### config.mk
export PLATFORM = sky130hd
export DESIGN_NAME = mips_mem_arbiter
export DESIGN_NICKNAME = d
export VERILOG_FILES = /design/src/rtl/mips_mem_arbiter.sv
export SDC_FILE = /design/constraint.sdc
export NUM_CORES = 1
export LEC_CHECK = 0
export ABC_CLOCK_PERIOD_IN_PS = 1800
export BUFFER_PORTS_ARGS = -buffer_cell sky130_fd_sc_hd__buf_2
export CORE_ASPECT_RATIO = 2
export CORE_UTILIZATION = 40
export CTS_CLUSTER_SIZE = 30
export DETAILED_ROUTE_END_ITERATION = 8
export PLACE_DENSITY = 0.73
export RECOVER_POWER = 50
export SYNTH_ARGS = -nofsm -noshare
export SYNTH_HDL_FRONTEND = slang
export SYNTH_SLANG_ARGS = --single-unit
### constraint.sdc
create_clock -name clk -period 1.8 [get_ports clk]
set_input_delay 0.18 -clock clk [delete_from_list [all_inputs] [get_ports clk]]
set_output_delay 0.18 -clock clk [all_outputs]
set_load 0.02 [all_outputs]
### src/rtl/mips_mem_arbiter.sv
// mips_mem_arbiter: round-robin sharing of one wait-stated memory between fetch and data ports
module mips_mem_arbiter #(
  parameter int TIMEOUT_CYCLES = 16,
  parameter int ADDR_W = 32
) (
  input  logic              clk,
  input  logic              reset,
  input  logic              instr_read,
  input  logic [ADDR_W-1:0] instr_address,
  output logic [31:0]       instr_readdata,
  output logic              instr_ack,
  input  logic              data_read,
  input  logic              data_write,
  input  logic [ADDR_W-1:0] data_address,
  input  logic [31:0]       data_writedata,
  input  logic [3:0]        data_byteenable,
  output logic [31:0]       data_readdata,
  output logic              data_ack,
  output logic [ADDR_W-1:0] mem_address,
  output logic              mem_read,
  output logic              mem_write,
  output logic [31:0]       mem_writedata,
  output logic [3:0]        mem_byteenable,
  input  logic              mem_waitrequest,
  input  logic [31:0]       mem_readdata,
  output logic              bus_error
);
  localparam int CW = $clog2(TIMEOUT_CYCLES + 1);
  typedef enum logic [1:0] {IDLE, INSTR, DATA, RESP} state_t;
  state_t state;
  logic last_data;
  logic [CW-1:0] cnt;
  logic pick_data, expired, finish;
  logic [31:0] rd;
  assign pick_data = (data_read | data_write) & (~instr_read | ~last_data);
  assign expired = mem_waitrequest & (cnt == CW'(TIMEOUT_CYCLES - 1));
  assign finish = ~mem_waitrequest | expired;
  assign rd = expired ? 32'hDEADBEEF : mem_readdata;
  // Grant, hold the latched command until accepted or timed out, then ack for one cycle
  always_ff @(posedge clk) begin
    if (reset) begin
      state <= IDLE;
      last_data <= 1'b0;
      cnt <= '0;
      instr_ack <= 1'b0;
      data_ack <= 1'b0;
      mem_read <= 1'b0;
      mem_write <= 1'b0;
      mem_address <= '0;
      mem_writedata <= '0;
      mem_byteenable <= '0;
      instr_readdata <= '0;
      data_readdata <= '0;
      bus_error <= 1'b0;
    end else begin
      instr_ack <= 1'b0;
      data_ack <= 1'b0;
      case (state)
        IDLE:
          if (pick_data) begin
            state <= DATA;
            last_data <= 1'b1;
            cnt <= '0;
            mem_address <= data_address;
            mem_writedata <= data_writedata;
            mem_byteenable <= data_byteenable;
            mem_write <= data_write;
            mem_read <= ~data_write;
          end else if (instr_read) begin
            state <= INSTR;
            last_data <= 1'b0;
            cnt <= '0;
            mem_address <= instr_address;
            mem_byteenable <= 4'hF;
            mem_write <= 1'b0;
            mem_read <= 1'b1;
          end
        INSTR, DATA:
          if (finish) begin
            state <= RESP;
            mem_read <= 1'b0;
            mem_write <= 1'b0;
            instr_ack <= state == INSTR;
            data_ack <= state == DATA;
            bus_error <= bus_error | expired;
            if (mem_read && state == INSTR) instr_readdata <= rd;
            if (mem_read && state == DATA) data_readdata <= rd;
          end else begin
            cnt <= cnt + 1'b1;
          end
        default: state <= IDLE;
      endcase
    end
  end
endmodule
==> impl_metrics.csv <==
group,metric,value,unit
pwr,switching_share,0.373,
grt,grt_pass1_wl,27500,µm
job,maxCapViolations,0,
clock_network,insertion_delay,410,ps
clock_network,clkTransAtPathRegs,60,ps
yosys,syn_nets,810,
grt,antenna_found_initial,1,
worst_setup_path,reg2reg_slack,30,ps
worst_setup_path,timing.rr.end,"cnt[3]$_SDFFE_PP0P_",
yosys,yosysSeqAreaShare,0.496,
pwr,switchingPower,4.27,mW
clock_network,cts_buffer_depth,2,
worst_setup_path,start_kind,"register",
detailed_routing,first_pass_iters,4,
timing,hold_viol_final,0,
worst_setup_path,cp.required,2140,ps
timing,setup_viol,0,
clock_network,cts_inserted_buffers,17,
die,die_w,87.6,µm
die,die_area,15200,µm²
finish,final_area,8340,µm²
worst_setup_path,slowest_stage,"or4_1",
finish,antenna_cells,0,
placed_design,dpl_cell_area,7470,µm²
yosys,synthFlopType,"dfxtp_1",
yosys,synth-edff-count,0,
yosys,syn_inst,666,
die,top_level_ports,275,
finish,utilization,0.581,
placed_design,portBuffers,274,
outcome,status,"finished clean",
detailed_routing,viasPerCell,5.21,
finish,fillerInstances,1350,
detailed_routing,drtAntennaViolNets,0,
yosys,synth_common_cells,"dfxtp_1 (145), nand2_1 (134), o21ai_0 (93)",
timing,timing.fmax,566,MHz
pwr,seqPwrFrac,0.363,
placed_design,hpwl,11900,µm
timing,layout_min_cycle_time,1770,ps
grt,gr-total-overflow,0,
timing,finClkSkew,6.50,ps
timing,rsz0062_at_grt,"yes",
timing,slew_headroom,0.670,
pwr,p_per_area,1370,nW/µm²
grt,grt_usage,0.232,
clock_network,cts_setup_buffers,0,
finish,multi_input_area,2740,µm²
detailed_routing,routed_wl,18400,µm
yosys,netlist_area,5860,µm²
yosys,synth-seq-cells,145,
detailed_routing,drc,0,
timing,holdWs,16.4,ps
detailed_routing,vias,6053,
worst_setup_path,slowest_delay,520,ps
worst_setup_path,crit_chain,"ha_2 -> and3_4 -> ha_4 -> nand2b_4 -> or4_1 -> a31oi_1",
worst_setup_path,r2r-start,"cnt[1]$_SDFFE_PP0P_",
pwr,power_frac_clock,0.317,
clock_network,cts_tree,"yes",
yosys,synth_top_area_frac,0.496,
clock_network,clock-sinks,145,
pwr,ir_drop,0.859,mV
finish,nets,1100,
yosys,yosys_warnings,0,
timing,final_max_slew_viol_count,0,
grt,grt_pass1_vias,5740,
pwr,combPwrFrac,0.320,
placed_design,gp_congestion,0.788,
worst_setup_path,worstRegToRegCells,6,
pwr,power,11.5,mW
die,core_area,14400,µm²
detailed_routing,drt-initial-drc-count,282,
worst_setup_path,critical_path.max_fanout,9,
yosys,ys_types,37,
die,std_cell_rows,62,
yosys,yosysMostFrequentCell,"dfxtp_1",
die,die_y,173,µm
yosys,synthTopCellsByArea,"dfxtp_1 (50%), mux2i_1 (11%), nand2_1 (8.6%)",
worst_setup_path,crit_start,"cnt[1]$_SDFFE_PP0P_",
worst_setup_path,crit_end,"cnt[3]$_SDFFE_PP0P_",
yosys,synth_top_area_cell,"dfxtp_1",
worst_setup_path,cp-end-kind,"register",
detailed_routing,wl_per_cell,15.8,µm
timing,worst_pin_slew,495,ps
min_path,hp-class,"primary input to register",
finish,drive_gt1_frac,0.219,
worst_setup_path,critical_path_class,"register to register",
finish,syn_to_final_growth,42.4,%
grt,grt_max_degree,70,
clock_network,htree_levels,4,
yosys,avgSynthCellArea,8.80,µm²
timing,fin_crit_sh,0.981,
yosys,async_flop_share,0,
clock_network,cts_root_buffer,"clkbuf_16",
pwr,p_leak,3.75,nW
pwr,internal_power,7.19,mW
worst_setup_path,worstPathArrival,2110,ps
finish,regArea,2900,µm²
die,initial_utilization,0.408,
-- routing by layer --
| layer | routed length (µm) | vias to the layer above | part of all wire | track usage |
|---|---|---|---|---|
| li1 | - | 2920 | - | - |
| met5 | 10 | - | 0.00054 | 0 |
| met4 | 638 | 2 | 0.035 | 0.117 |
| met1 | 6900 | 2847 | 0.38 | 0.244 |
| met2 | 9870 | 239 | 0.54 | 0.420 |
| met3 | 960 | 45 | 0.052 | 0.0487 |
-- power by group through the flow --
stage | combinational (mW) | clock [mW] | sequential [mW]
floorplan | 1.59 | 0 | 4.91
global placement | 3.60 | 0 | 4.16
detailed placement | 3.64 | 0 | 4.19
CTS | 3.71 | 3.71 | 4.13
global route | 3.99 | 3.83 | 4.23
finish | 3.67 | 3.63 | 4.15
-- cell usage in the layout, fill, tap and decap left out, drive strengths merged, types with 2 or more instances in the layout --
cell           n
clkinv         4
nand4          2
nor2           4
o21ai         93
nand2b         4
o32ai          3
bufinv         2
mux2i         64
ha             6
clkbuf       155
nand2        134
o221a          4
nand3b         2
a21oi         37
inv           12
or4            2
nand3         47
nor3b          3
dlygate4sd3   34
buf          161
dfxtp        145
a31oi         36
or4b           2
-- registers in the layout, indices dropped and copies added, names as in the netlist --
| name | count |
|---|---|
| data_readdata | 32 |
| mem_writedata | 32 |
| bus_error | 1 |
| instr_ack | 1 |
| state | 2 |
| mem_address | 32 |
| mem_byteenable | 4 |
| mem_read | 1 |
| instr_readdata | 32 |
| cnt | 5 |
| data_ack | 1 |
| last_data | 1 |
| mem_write | 1 |
-- area by class of cell --
class | instances | area share
Clock buffer | 18 | 0.0526
Clock inverter | 14 | 0.0202
Inverter | 5 | 0.00240
Multi-Input combinational cell | 455 | 0.328
Sequential cell | 145 | 0.348
Tap cell | 192 | 0.0288
Timing Repair Buffer | 332 | 0.220
-- stage by stage --
stage               setup WS [ps]  TNS [ps]  std cells
global placement             27.1         0       1092
finish                       33.7         0       1161
CTS                          1.37         0       1158
floorplan                    6.14         0        666
global route                -16.1     -63.2       1161
detailed placement           15.7         0       1092
-- worst min-delay path by stage --
stage	startpoint	endpoint	slack, ps	depth (start not counted)
floorplan	data_writedata[0]	mem_writedata[0]$_SDFFE_PP0P_	330	2
global placement	data_writedata[30]	mem_writedata[30]$_SDFFE_PP0P_	430	3
detailed placement	data_writedata[1]	mem_writedata[1]$_SDFFE_PP0P_	440	3
CTS	data_writedata[22]	mem_writedata[22]$_SDFFE_PP0P_	0.3	3
global route	instr_address[25]	mem_address[25]$_SDFFE_PP0P_	10	3
finish	data_writedata[22]	mem_writedata[22]$_SDFFE_PP0P_	20	3
-- cell families (layout without fill, tap and decap cells) --
group | count (synthesis) | in the layout | synth area share
simple gates | 205 | 205 | 0.159
compound gates | 180 | 180 | 0.173
mux | 64 | 64 | 0.109
buf+inv | 66 | 369 | 0.0508
fa+ha+maj | 6 | 6 | 0.0128
flops | 145 | 145 | 0.496
-- what timing repair did --
action                                 4_1_cts  5_1_grt
hold buffers                                34        0
endpoints found under the hold margin       29        0
resized for setup                            0       10
setup endpoints to repair                    0      108
-- worst max-delay path: cells and delay by family, from the launching register on --
family                   cells  cell delay, ps
AO/OA/AOI/OAI                1             130
flip-flops                   1             310
AND/OR/NAND/NOR              3             890
adder cells (fa/ha/maj)      2             360
No activity file was read; power rests on OpenSTA's default activity.
